$ cat src/rtl/cam_frame_gen.sv
// cam_frame_gen: OV7670-style QQVGA RGB444 camera emulator, pclk = clk/2.
// Optional feature macro CAM_GEN_STRIPES_EN enables the stripes pattern (pattern=2).
module cam_frame_gen #(
  parameter int TAM_LINE       = 320,
  parameter int TAM_ROW        = 120,
  parameter int BLACK_TAM_LINE = 4,
  parameter int BLACK_TAM_ROW  = 4,
  parameter int VSYNC_ROWS     = 2
) (
  input  logic        clk,
  input  logic        rst,
  input  logic        en,
  input  logic [1:0]  pattern,
  input  logic [11:0] color,
  output logic        CAM_pclk,
  output logic        CAM_vsync,
  output logic        CAM_href,
  output logic [7:0]  CAM_px_data,
  output logic        frame_done,
  output logic [7:0]  frame_cnt
);

  localparam logic [0:0] ST_IDLE = 1'b0;
  localparam logic [0:0] ST_RUN  = 1'b1;

  localparam logic [8:0] LINE_LAST = 9'(TAM_LINE + BLACK_TAM_LINE - 1);
  localparam logic [8:0] LINE_ACT  = 9'(TAM_LINE);
  localparam logic [8:0] ACT_LAST  = 9'(TAM_LINE - 1);
  localparam logic [6:0] ROW_LAST  = 7'(TAM_ROW + BLACK_TAM_ROW - 1);
  localparam logic [6:0] ROW_BLK   = 7'(BLACK_TAM_ROW);
  localparam logic [6:0] ROW_VS    = 7'(VSYNC_ROWS);

  logic        phase_r;
  logic [0:0]  state_r;
  logic [8:0]  line_r;
  logic [6:0]  row_r;
  logic [1:0]  pat_r;
  logic [11:0] col_r;
  logic        vsync_r;
  logic        href_r;
  logic [7:0]  data_r;
  logic        drop_r;
  logic        frame_done_r;
  logic [7:0]  frame_cnt_r;

  logic        tick_s;
  logic        drop_s;
  logic        latch_s;
  logic        run_nx_s;
  logic [0:0]  state_nx_s;
  logic [8:0]  line_nx_s;
  logic [6:0]  row_nx_s;
  logic [1:0]  pat_use_s;
  logic [11:0] col_use_s;
  logic [11:0] pix_s;
  logic        vsync_nx_s;
  logic        href_nx_s;
  logic [7:0]  byte_nx_s;

  function automatic logic [11:0] bar_color(input logic [7:0] x);
    logic [11:0] c;
    if (x < 8'd20)       c = 12'hFFF;
    else if (x < 8'd40)  c = 12'hFF0;
    else if (x < 8'd60)  c = 12'h0FF;
    else if (x < 8'd80)  c = 12'h0F0;
    else if (x < 8'd100) c = 12'hF0F;
    else if (x < 8'd120) c = 12'hF00;
    else if (x < 8'd140) c = 12'h00F;
    else                 c = 12'h000;
    return c;
  endfunction

`ifdef CAM_GEN_STRIPES_EN
  function automatic logic [11:0] stripe_color(input logic [6:0] y);
    logic [11:0] c;
    if (y < 7'd15)       c = 12'hF0F;
    else if (y < 7'd45)  c = 12'h0F0;
    else if (y < 7'd75)  c = 12'hF0F;
    else if (y < 7'd105) c = 12'h0F0;
    else                 c = 12'hF0F;
    return c;
  endfunction
`endif

  // Everything moves on the clk where pclk falls, so data is stable at pclk rise.
  assign tick_s = phase_r;
  assign drop_s = tick_s && (state_r == ST_RUN) && (row_r == ROW_LAST) && (line_r == ACT_LAST);

  // Next state and raster position, applied on tick
  always_comb begin
    state_nx_s = state_r;
    line_nx_s  = line_r;
    row_nx_s   = row_r;
    latch_s    = 1'b0;
    case (state_r)
      ST_IDLE: begin
        line_nx_s = 9'd0;
        row_nx_s  = 7'd0;
        if (en) begin
          state_nx_s = ST_RUN;
          latch_s    = 1'b1;
        end else begin
          state_nx_s = ST_IDLE;
        end
      end
      ST_RUN: begin
        if (line_r == LINE_LAST) begin
          line_nx_s = 9'd0;
          if (row_r == ROW_LAST) begin
            row_nx_s = 7'd0;
            if (en) latch_s = 1'b1;
            else    state_nx_s = ST_IDLE;
          end else begin
            row_nx_s = row_r + 7'd1;
          end
        end else begin
          line_nx_s = line_r + 9'd1;
        end
      end
      default: begin
        state_nx_s = ST_IDLE;
        line_nx_s  = 9'd0;
        row_nx_s   = 7'd0;
      end
    endcase
  end

  // Sync flags and outgoing byte for the position being entered
  always_comb begin
    pat_use_s  = latch_s ? pattern : pat_r;
    col_use_s  = latch_s ? color : col_r;
    run_nx_s   = (state_nx_s == ST_RUN);
    vsync_nx_s = run_nx_s && (row_nx_s < ROW_VS);
    href_nx_s  = run_nx_s && (row_nx_s >= ROW_BLK) && (line_nx_s < LINE_ACT);
    case (pat_use_s)
      2'd1: pix_s = bar_color(line_nx_s[8:1]);
`ifdef CAM_GEN_STRIPES_EN
      2'd2: pix_s = stripe_color(row_nx_s - ROW_BLK);
`endif
      default: pix_s = col_use_s;
    endcase
    if (!href_nx_s)        byte_nx_s = 8'h00;
    else if (line_nx_s[0]) byte_nx_s = pix_s[7:0];
    else                   byte_nx_s = {4'h0, pix_s[11:8]};
  end

  // State, counters and registered outputs
  always_ff @(posedge clk) begin
    if (rst) begin
      phase_r      <= 1'b0;
      state_r      <= ST_IDLE;
      line_r       <= 9'd0;
      row_r        <= 7'd0;
      pat_r        <= 2'd0;
      col_r        <= 12'h000;
      vsync_r      <= 1'b0;
      href_r       <= 1'b0;
      data_r       <= 8'h00;
      drop_r       <= 1'b0;
      frame_done_r <= 1'b0;
      frame_cnt_r  <= 8'd0;
    end else begin
      phase_r      <= ~phase_r;
      drop_r       <= drop_s;
      frame_done_r <= drop_r;
      if (drop_r) frame_cnt_r <= frame_cnt_r + 8'd1;
      if (tick_s) begin
        state_r <= state_nx_s;
        line_r  <= line_nx_s;
        row_r   <= row_nx_s;
        vsync_r <= vsync_nx_s;
        href_r  <= href_nx_s;
        data_r  <= byte_nx_s;
        if (latch_s) begin
          pat_r <= pattern;
          col_r <= color;
        end
      end
    end
  end

  assign CAM_pclk    = phase_r;
  assign CAM_vsync   = vsync_r;
  assign CAM_href    = href_r;
  assign CAM_px_data = data_r;
  assign frame_done  = frame_done_r;
  assign frame_cnt   = frame_cnt_r;

endmodule

$ cat config.mk
export PLATFORM = sky130hd
export DESIGN_NAME = cam_frame_gen
export DESIGN_NICKNAME = d
export VERILOG_FILES = /design/src/rtl/cam_frame_gen.sv
export SDC_FILE = /design/constraint.sdc
export NUM_CORES = 1
export LEC_CHECK = 0
export BUFFER_PORTS_ARGS = -buffer_cell sky130_fd_sc_hd__buf_2
export CAP_MARGIN = 20
export CORE_ASPECT_RATIO = 0.5
export CORE_MARGIN = 2
export CORE_UTILIZATION = 58
export CTS_CLUSTER_DIAMETER = 50
export DETAILED_ROUTE_END_ITERATION = 6
export PLACE_DENSITY = 0.8
export RECOVER_POWER = 50
export SETUP_SLACK_MARGIN = 0.5
export SLEW_MARGIN = 20
export SYNTH_ARGS = -nofsm -noshare
export SYNTH_HDL_FRONTEND = slang
export SYNTH_SLANG_ARGS = --single-unit
$ cat constraint.sdc
create_clock -name clk -period 3.3 [get_ports clk]
set_clock_uncertainty 0.1 [all_clocks]
set_input_delay 0.66 -clock clk [delete_from_list [all_inputs] [get_ports clk]]
set_output_delay 0.66 -clock clk [all_outputs]
set_load 0.01 [all_outputs]
## Word-level counts from Yosys, hierarchy flattened

Cells that the tools add are included.

- Reductions and logical operators: 6
- Magnitude comparators: 10
- Bitwise gates (word level): 2
- $mul: 0
- $add $sub $neg: 3
- Div/mod/pow operators: 0
- Mux-type cells: 24
- Shift-type cells: 0
- Equal/unequal tests: 4

Operator list:

| cell | number |
|---|---|
| 12-bit two-way mux | 8 |
| 8-bit by 7-bit less-than comparator with 1-bit output (second input constant) | 3 |
| 9-bit == test (second input constant) | 2 |
| 9-bit one-hot mux with 2 select lines | 1 |
| 8-bit by 6-bit less-than comparator with 1-bit output (second input constant) | 2 |
| 8-bit two-way mux | 2 |
| 7-bit two-way mux | 2 |
| 7-bit one-hot mux with 2 select lines | 1 |
| 9-bit by 1-bit adder with 9-bit output (second input constant) | 1 |
| 9-bit less-than comparator (second input constant) | 1 |
| 9-bit two-way mux | 1 |
| 8-bit by 1-bit adder with 8-bit output (second input constant) | 1 |
| 8-bit by 5-bit less-than comparator with 1-bit output (second input constant) | 1 |
| 8-bit less-than comparator (second input constant) | 1 |
| 7-bit by 1-bit adder with 7-bit output (second input constant) | 1 |
| 7-bit == test (second input constant) | 1 |
| 7-bit by 3-bit greater-or-equal comparator with 1-bit output (second input constant) | 1 |
| 7-bit by 2-bit less-than comparator with 1-bit output (second input constant) | 1 |
| 1-bit logical AND | 6 |
| 1-bit two-way mux | 5 |
| 4-bit two-way mux | 1 |
| 1-bit one-hot mux with 2 select lines | 2 |
| 2-bit by 1-bit == test with 1-bit output (second input constant) | 1 |
| 2-bit two-way mux | 1 |
| 1-bit NOT | 2 |

- Word-level logic and storage cells: 61
- Input port bits: 17
- Memories kept: 0
- Bits in writable memories: 0
- Latch bits: 0
- Bits in read-only memories: 0
- Flip-flop bits (word level): 52

## Longest topological paths before layout

Gate-level depths: netlist of run 1.

- Word-level depth: 14
- Gate-level depth with buffers: 10
- Mapped depth without buffers: 8

## Worst setup path before layout of run 1

No wires, ideal clock.

- Kind: reg2reg
- Start: register line_r[0]
- End: register vsync_r (netlist: CAM_vsync)
- Clock period less this slack: 2433 ps
- Buffers on the path: 2
- Cell stages (with the launch flop): 11
- Arrival time: 2275 ps
- Data required time: 3142 ps
- Setup slack: 867 ps
- Cell sequence: dfxtp_1 ha_1 buf_6 nor4bb_4 and2_1 buf_6 nand4_1 a211oi_2 a21oi_1 a2111oi_0 a21o_1

- Word-level cells in the longest chain between the ends: 5
- Elaborated cells on any way between the ends: 7

RTL lines:

| item | line | text |
|---|---|---|
| start, declared | 35 | `logic [8:0] line_r;` |
| start signal, assigned | 169 | `line_r <= line_nx_s;` |
| 9-bit == test * | 107 | `if (line_r == LINE_LAST) begin` |
| 7-bit two-way mux | 107 |  |
| 7-bit one-hot mux with 2 select lines | 95 | `case (state_r)` |
| 7-bit by 2-bit less-than comparator with 1-bit output | 133 | `vsync_nx_s = run_nx_s && (row_nx_s < ROW_VS);` |
| 1-bit logical AND * | 133 |  |
| end signal, assigned | 171 | `vsync_r <= vsync_nx_s;` |
| end, declared | 39 | `logic vsync_r;` |

Mark *: on every way between the ends. The rest lies on a longest branch, timed or not.
A chain may end at the register's enable or synchronous reset.

## Worst setup path in the final report of run 1

- Start: register line_r[0]
- End: register data_r[2] (netlist: CAM_px_data[2])

- Word-level cells in the longest chain between the ends: 14
- Elaborated cells on any way between the ends: 34

RTL lines:

| item | line | text |
|---|---|---|
| 9-bit by 1-bit adder with 9-bit output / 9-bit == test (equally long branches) | 117, 107 |  |
| 9-bit two-way mux | 107 |  |
| 9-bit one-hot mux with 2 select lines | 95 |  |
| 8-bit less-than comparator | 68 | `else if (x < 8'd140) c = 12'h00F;` |
| 4-bit two-way mux | 68 |  |
| 12-bit two-way mux | 67 | `else if (x < 8'd120) c = 12'hF00;` |
| 12-bit two-way mux | 66 | `else if (x < 8'd100) c = 12'hF0F;` |
| 12-bit two-way mux | 65 | `else if (x < 8'd80) c = 12'h0F0;` |
| 12-bit two-way mux | 64 | `else if (x < 8'd60) c = 12'h0FF;` |
| 12-bit two-way mux | 63 | `else if (x < 8'd40) c = 12'hFF0;` |
| 12-bit two-way mux | 62 | `if (x < 8'd20) c = 12'hFFF;` |
| 12-bit two-way mux | 135 | `case (pat_use_s)` |
| 8-bit two-way mux | 143 | `else if (line_nx_s[0]) byte_nx_s = pix_s[7:0];` |
| 8-bit two-way mux * | 142 | `if (!href_nx_s) byte_nx_s = 8'h00;` |
| end signal, assigned | 173 | `data_r <= byte_nx_s;` |
| end, declared | 41 | `logic [7:0] data_r;` |

Marked as above.

==> results of run 1 <==
-- kinds of logic after synthesis --
logic type	after synthesis
buf+inv	29
fa+ha+maj	3
flops	52
xor+xnor	14
simple gates	148
mux	14
compound gates	85
-- what timing repair did --
action,in CTS,in global routing
buffers inserted,0,1
endpoints found under the setup margin,9,9
pin swaps,0,3
resized for setup,2,8
gates cloned,0,0
-- power by group --
part	internal (mW)	total [mW]	switching (mW)
sequential	0.639	0.645	0.00647
combinational	0.0485	0.132	0.0834
clock	0.151	0.384	0.233
total	0.838	1.16	0.323
-- layer usage --
layer / wire length (um) / global-route usage (%) / vias up / part of all wire (%)
met4: 86 / 8.00 / 0 / 1.2
met5: 0 / 0 / - / 0
met2: 3140 / 41.5 / 93 / 46
li1: - / - / 1289 / -
met1: 3210 / 31.8 / 1276 / 47
met3: 455 / 5.24 / 11 / 6.6
-- registers in the layout (all words and copies together) (netlist names) --
register	flops
col_r	12
line_r	9
CAM_px_data	8
frame_cnt	8
row_r	7
pat_r	2
CAM_href	1
CAM_pclk	1
CAM_vsync	1
drop_r	1
frame_done	1
state_r	1
-- worst max-delay path by stage --
| stage | from | end | cells after the start |
|---|---|---|---|
| after floorplan | line_r[0] | CAM_vsync | 10 |
| after global placement | line_r[0] | CAM_vsync | 8 |
| after detailed placement | line_r[0] | CAM_vsync | 8 |
| after CTS | line_r[0] | CAM_vsync | 8 |
| after global routing | line_r[0] | CAM_vsync | 8 |
| final | line_r[0] | CAM_px_data[2] | 8 |
-- synthesized netlist by cell type, types with 5 or more instances --
master / n / area (sq um)
dfxtp_1: 52 / 1040
mux2i_1: 12 / 120
xor2_1: 6 / 52.6
o21ai_0: 8 / 40.0
nand3_1: 20 / 100
nand2_1: 42 / 158
nor2b_1: 6 / 37.5
nor2_1: 34 / 128
a211oi_1: 10 / 75.1
clkbuf_1: 11 / 41.3
a21oi_1: 27 / 135
a32oi_1: 5 / 43.8
buf_6: 6 / 67.6
nand4_1: 9 / 56.3
and2_1: 6 / 37.5
xnor2_1: 8 / 70.1
-- critical path: cells and delay by family (launching register included) --
kind	cells	cell delay (ns)
flip-flops	1	0.44
AND/OR/NAND/NOR	1	0.36
adder cells (fa/ha/maj)	1	0.37
AO/OA/AOI/OAI	6	1.40
-- final cells by class --
type                            instances  area (sq um)
Multi-Input combinational cell        264          1750
Fill cell                             435          1730
Sequential cell                        52          1040
Timing Repair Buffer                   42           196
Tap cell                               70          87.6
Clock buffer                            5          68.8
Clock inverter                          3          21.3
Inverter                                3          11.3
==> results.toml, run 1 <==
[floorplan]
rows = 18
fp.dieH_um = 54.4
coreArea_sq_um = 4910
design.portCount = 37
die_area_sq_um = 5700
fp.dieW_um = 105
floorplan.initialDensity_pct = 60.0

[global_route]
overflow = 0
gr-usage-all-layers_pct = 24.3
grt_pass1_vias = 2313
grt_pass1_wl_um = 10900
grt_antenna_before_repair = 0
grt_max_degree = 37

[worst_setup_path]
r2r-end = "CAM_px_data[2]"
rr_worst_depth = 8
max_stage_delay_ns = 0.48
timing.rr.start = "line_r[0]"
cp.required_ns = 3.41
cpMaxStageDelayCell = "o311ai_0"
cp_max_fo = 10
crit_path_start_kind = "flop"
crit_chain = "ha_1 -> nor4bb_4 -> a21o_4 -> a21oi_4 -> o311ai_0 -> o31ai_1 -> o31ai_2 -> o21ai_1"
reg2reg_slack_ns = 0.52
worstPathArrival_ns = 2.89
critPathCaptureType = "flop"
critPathKind = "flop to flop"

[detailed_routing]
vias = 2669
routedWlPerCell_um = 15.7
ant_nets = 0
via_per_inst = 6.08
drtPass1Iterations = 5
drc_errors = 0
wl_um = 6900
drt_iter0_markers = 154

[finish]
final_common_cell = "dfxtp_1"
nets = 388
final-instance-count-excl-fill = 439
design_area_sq_um = 3180
area_delta_synth_final_pct = 7.81
antenna_cells = 0
post-route-util_pct = 64.7
final_cell_mix = "dfxtp_1, nand2_1, nor2_1, a21oi_1, clkbuf_1"
layout-drive-gt1-share_pct = 16.3

[placement]
io_buffers = 36
dp_hpwl_um = 4840
dp.cells = 430
placed_cell_area_sq_um = 3080
place_ws_ns = 0.405
place.gp.congestion = 0.906

[clock_tree]
cts_tree = "yes"
clock_path_buffers = 2
htreeDepth = 2
cts.sinks = 52
numCtsBuffers = 5
path_clk_slew_ns = 0.10
holdBufCountCts = 0
clock_latency_ns = 0.32
cts_root_buf = "clkbuf_8"

[pwr]
power.density_nw_per_um2 = 366
p_leak_nw = 1.13
peakVddDrop_mv = 0.319
finalPower_mw = 1.16

[synth]
synth.avg_cell_area_sq_um = 8.54
syn_nets = 365
async_reset_ff_share_pct = 0
synth_top_family_by_area = "simple AND/OR/NAND/NOR gates"
synth_fa_ha_area_share_pct = 1.27
synthMuxAreaShare_pct = 4.97
synthSimpleGateAreaFrac_pct = 27.5
synth_area_sq_um = 2950
synthXorXnorAreaFrac_pct = 4.16
synth_warnings = 0
synth-compound-area-share_pct = 20.5
synth-seq-cells = 52
ys_seq_area_share_pct = 35.3
yosys.cell_types.count = 67
synth_ff_type = "dfxtp_1"
syn_inst = 345
synth_edf_count = 0

[job]
maxCapViolCount = 0

[worst_hold_path]
hold_class = "flop to flop"
min_delay_path_depth = 2
min_from = "col_r[0]"
min_delay_worst_endpoint = "col_r[0]"

[sta]
post-route-min-period_ns = 2.78
post-route-period-util_pct = 84.2
worst_pin_slew_ns = 1.23
slew_headroom_pct = 18.2
setup_tns_ns = 0
timing_hold_violations_final = 0
setup_viol = 0
fin_hold_ws_ns = 0.362
max_freq_mhz = 360
rsz0062_at_grt = "false"
final_max_slew_viol_count = 0
setup_ws_ns = 0.521

[outcome]
status = "complete, no violations"
Note: power is estimated with default switching activity, not from simulation.
==> inputs of run 2 (changes only) <==
clock period = 2.85 ns   (was 3.3 ns; I/O delays follow)
==> results.toml, run 2 (synthesis gave the netlist of run 1 again) <==
[detailed_routing]
drc_errors = 0
via_per_inst = 6.05
vias = 2745
wl_um = 7410
routedWlPerCell_um = 16.3
ant_nets = 0
drt_iter0_markers = 193
drtPass1Iterations = 5

[pwr]
p_switching_uw = 375
clkPwrFrac_pct = 32.8
peakVddDrop_mv = 0.322
pwr-share-seq_pct = 55.2
finalPower_mw = 1.35
power.internal_uw = 973
swShare_pct = 27.9
combPwrFrac_pct = 12.1
p_leak_nw = 1.23
power.density_nw_per_um2 = 398

[clock_tree]
cts_tree = "yes"
htreeDepth = 2
clock_path_buffers = 2
holdBufCountCts = 0
path_clk_slew_ns = 0.10
cts.sinks = 52
numCtsBuffers = 5
cts_root_buf = "clkbuf_8"
clock_latency_ns = 0.32

[floorplan]
die_area_sq_um = 5700
fp.dieW_um = 105
floorplan.initialDensity_pct = 60.0
rows = 18
fp.dieH_um = 54.4
design.portCount = 37
coreArea_sq_um = 4910

[worst_setup_path]
cp_top_family = "simple AND/OR/NAND/NOR gates"
crit_chain = "ha_1 -> nor4bb_4 -> buf_4 -> nand4_1 -> xnor2_2 -> a211oi_2 -> buf_4 -> nor4_2 -> buf_4 -> o21a_4 -> a22o_1"
cp.buffers_inverters = 3
critPathKind = "flop to flop"
crit_top_cell = "buf_4"
cp_max_fo = 6
crit_path_start_kind = "flop"
cp.required_ns = 2.97
worstPathArrival_ns = 2.66
max_stage_delay_ns = 0.36
cpMaxStageDelayCell = "dfxtp_4"
critPathCaptureType = "flop"

[global_route]
grt_pass1_wl_um = 11200
met2_usage_pct = 44.2
overflow = 0
grt_antenna_before_repair = 0
gr-usage-all-layers_pct = 25.2
grt.busiest_layer = "met2"
gr-usage-met3_pct = 4.40
grt_pass1_vias = 2345
grt_max_degree = 28
grt_use_met1_pct = 33.4

[finish]
nFillCells = 398
regMostFlops = "col_r"
antenna_cells = 0
final_cell_mix = "dfxtp_1, nand2_1, nor2_1, a21oi_1, clkbuf_1"
final_common_cell = "dfxtp_1"
layout-drive-gt1-share_pct = 24.2
area_delta_synth_final_pct = 15.0
largest_reg_flops = 12
nets = 403
largestRegisters = "col_r: 12 flops, line_r: 9 flops"
design_area_sq_um = 3390

[sta]
timing_hold_violations_final = 0
slew_headroom_pct = 21.3
setup_tns_ns = 0
post-route-period-util_pct = 89.3
fin_hold_ws_ns = 0.360
final_max_slew_viol_count = 0
rsz0062_at_grt = "true"
max_freq_mhz = 393
post-route-min-period_ns = 2.54
worst_pin_slew_ns = 1.18
setup_viol = 0

[job]
maxCapViolCount = 0

[outcome]
status = "complete, no violations"

[placement]
placed_cell_area_sq_um = 3090
io_buffers = 36
dp_hpwl_um = 4920
place.gp.congestion = 0.918

[worst_hold_path]
hold_class = "flop to flop"
## run 2: what timing repair did
item | CTS | global route
gates resized for setup | 21 | 17
pin swaps | 8 | 11
cloned | 0 | 1
setup endpoints to repair | 21 | 20
setup buffers | 7 | 6
## run 2: tightest hold or removal path: cells and delay by family (launching register included)
kind            cells  cell delay, ns
flops               1            0.32
compound gates      1            0.05
simple gates        1            0.05
## run 2: layout make-up
| cell class | instances | area [sq um] | area share, % |
|---|---|---|---|
| inverters | 3 | 11.3 | 0.332 |
| flip-flops and latches | 52 | 1070 | 31.5 |
| repair buffers | 56 | 309 | 9.12 |
| well taps | 70 | 87.6 | 2.58 |
| multi-input cells | 265 | 1820 | 53.7 |
| clock buffers | 5 | 68.8 | 2.03 |
| clock inverters | 3 | 22.5 | 0.664 |
## run 2: worst paths after layout
kind,start,to,slack [ns],cells after the start
setup / recovery,line_r[0],CAM_px_data[6],0.31,11
hold / removal,col_r[1],col_r[1],0.36,2
setup reg to reg,line_r[0],CAM_px_data[6],0.31,11
hold reg to reg,col_r[1],col_r[1],0.36,2
## run 2: power groups by stage
stage / Sequential, mW / Combinational [mW] / Clock (mW)
finish: 0.744 / 0.163 / 0.442
global route: 0.745 / 0.177 / 0.477
CTS: 0.744 / 0.154 / 0.446
detailed placement: 0.767 / 0.149 / 0
global placement: 0.766 / 0.146 / 0
floorplan: 0.763 / 0.111 / 0
## run 2: per-layer routing
layer	part of all wire [%]	vias up
li1	-	1326
met1	46	1312
met2	47	94
met3	5.9	13
met4	0.93	0
met5	0	-
## run 2: through the flow
step                std cells  util (%)  setup slack [ns]
global route              454      69.0             0.172
CTS                       447      67.0             0.503
detailed placement        432      63.0             0.182
floorplan                 345         -             0.537
finish                    454      69.0             0.306
global placement          432      63.0             0.264
==> inputs of run 3 (changes only) <==
CORE_UTILIZATION = 60   (was 58)
CTS_BUF_LIST = sky130_fd_sc_hd__clkbuf_2   (was not set)
GPL_TIMING_DRIVEN = 0   (was not set)
PLACE_DENSITY = 0.82   (was 0.8)
==> results.toml, run 3 (synthesis gave the netlist of run 1 again) <==
[global_route]
grt_max_degree = 17
gr-usage-all-layers_pct = 28.9
grt_pass1_wl_um = 12200
overflow = 0
grt_antenna_before_repair = 0
grt_pass1_vias = 2577

[finish]
area_delta_synth_final_pct = 18.5
final_cell_mix = "dfxtp_1, nand2_1, nor2_1, clkbuf_1, a21oi_1"
largestRegisters = "col_r: 12 flops, line_r: 9 flops"
largest_reg_flops = 12
regMostFlops = "col_r"
final_common_cell = "dfxtp_1"
antenna_cells = 0
nets = 421
layout-drive-gt1-share_pct = 25.1

[floorplan]
rows = 17
fp.dieH_um = 53.6
floorplan.initialDensity_pct = 64.7
fp.dieW_um = 103
design.portCount = 37
coreArea_sq_um = 4550
die_area_sq_um = 5520

[sta]
post-route-period-util_pct = 90.0
worst_pin_slew_ns = 0.691
setup_viol = 0
setup_tns_ns = 0
timing_hold_violations_final = 0
post-route-min-period_ns = 2.57
final_max_slew_viol_count = 0
rsz0062_at_grt = "true"
slew_headroom_pct = 53.9
max_freq_mhz = 390
fin_hold_ws_ns = 0.260

[pwr]
peakVddDrop_mv = 0.258
power.density_nw_per_um2 = 356
p_leak_nw = 1.26

[outcome]
status = "complete, no violations"

[placement]
place.gp.congestion = 0.985
dp_hpwl_um = 5200
io_buffers = 35

[detailed_routing]
via_per_inst = 6.06
routedWlPerCell_um = 16.8
drtPass1Iterations = 5
drt_iter0_markers = 231
vias = 2835
ant_nets = 0
drc_errors = 0
wl_um = 7870

[worst_setup_path]
critPathKind = "flop to flop"
critPathCaptureType = "flop"
cp.required_ns = 3.15
rr_worst_depth = 10
reg2reg_slack_ns = 0.28
worstPathArrival_ns = 2.87
timing.rr.start = "line_r[0]"
r2r-end = "CAM_px_data[1]"
crit_path_start_kind = "flop"
cp_max_fo = 5

[clock_tree]
htreeDepth = 2
cts_root_buf = "clkbuf_2"
holdBufCountCts = 0
clock_latency_ns = 0.45
path_clk_slew_ns = 0.28
cts.sinks = 52
cts_tree = "yes"
clock_path_buffers = 2
numCtsBuffers = 5

[worst_hold_path]
min_delay_path_depth = 3
min_from = "color[8]"
min_delay_worst_endpoint = "col_r[8]"
hold_class = "input port to flop"

[job]
maxCapViolCount = 0
[run 3: per-layer routing]
metal  vias to the layer above  track usage, %  wire length (um)  share of wire (%)
met4                         0            6.36                99                1.3
met2                       148            46.0              3560                 45
met1                      1314            40.3              3420                 43
li1                       1357               -                 -                  -
met5                         -               0                 0                  0
met3                        16            7.01               782                9.9
[run 3: worst max-delay path, stage by stage (launching register included)]
cell,delay (ns)
dfxtp_4,0.43
ha_4,0.13
buf_6,0.11
nand3_2,0.08
or3_4,0.35
and2_4,0.17
or4_4,0.51
a211oi_2,0.26
o31ai_2,0.08
buf_4,0.17
o21ai_1,0.12
[run 3: report_power, final]
group | switching [mW] | internal (mW)
Clock | 0.249 | 0.0656
Combinational | 0.112 | 0.0673
Sequential | 0.00768 | 0.742
Total | 0.368 | 0.875
[run 3: what timing repair did]
| action | CTS | global route |
|---|---|---|
| pin swaps | 11 | 11 |
| endpoints found under the setup margin | 22 | 22 |
| gates resized for setup | 19 | 20 |
| setup buffers | 8 | 6 |
[run 3: area by class of cell]
class / count / area [sq um]
clock buffer: 6 / 30.0
buffer: 26 / 181
sequential: 52 / 1050
timing repair buffer: 49 / 259
inverter: 3 / 11.3
tap: 66 / 82.6
multi-input combinational: 264 / 1860
fill: 343 / 1060
clock inverter: 2 / 16.3
[run 3: metrics by stage]
stage          utilization [%]  std cells  cell area [sq um]  power (mW)  setup slack, ns
2_1_floorplan                -        345               2950       0.874            0.537
3_3_place_gp              70.5        446               3210       0.919            0.201
3_5_place_dp              70.5        446               3210       0.923            0.182
4_1_cts                   74.4        462               3380        1.22            0.418
5_1_grt                   76.7        468               3490        1.28            0.237
6_report                  76.7        468               3490        1.24            0.284
[run 3: worst max path at each step]
| stage | from | to | slack, ns |
|---|---|---|---|
| 3_5_place_dp | line_r[0] | CAM_px_data[4] | 0.18 |
| 4_1_cts | line_r[0] | CAM_px_data[1] | 0.42 |
| 6_report | line_r[0] | CAM_px_data[1] | 0.28 |
| 3_3_place_gp | line_r[0] | CAM_px_data[5] | 0.20 |
| 5_1_grt | line_r[0] | CAM_px_data[1] | 0.24 |
| 2_1_floorplan | line_r[0] | CAM_px_data[0] | 0.54 |
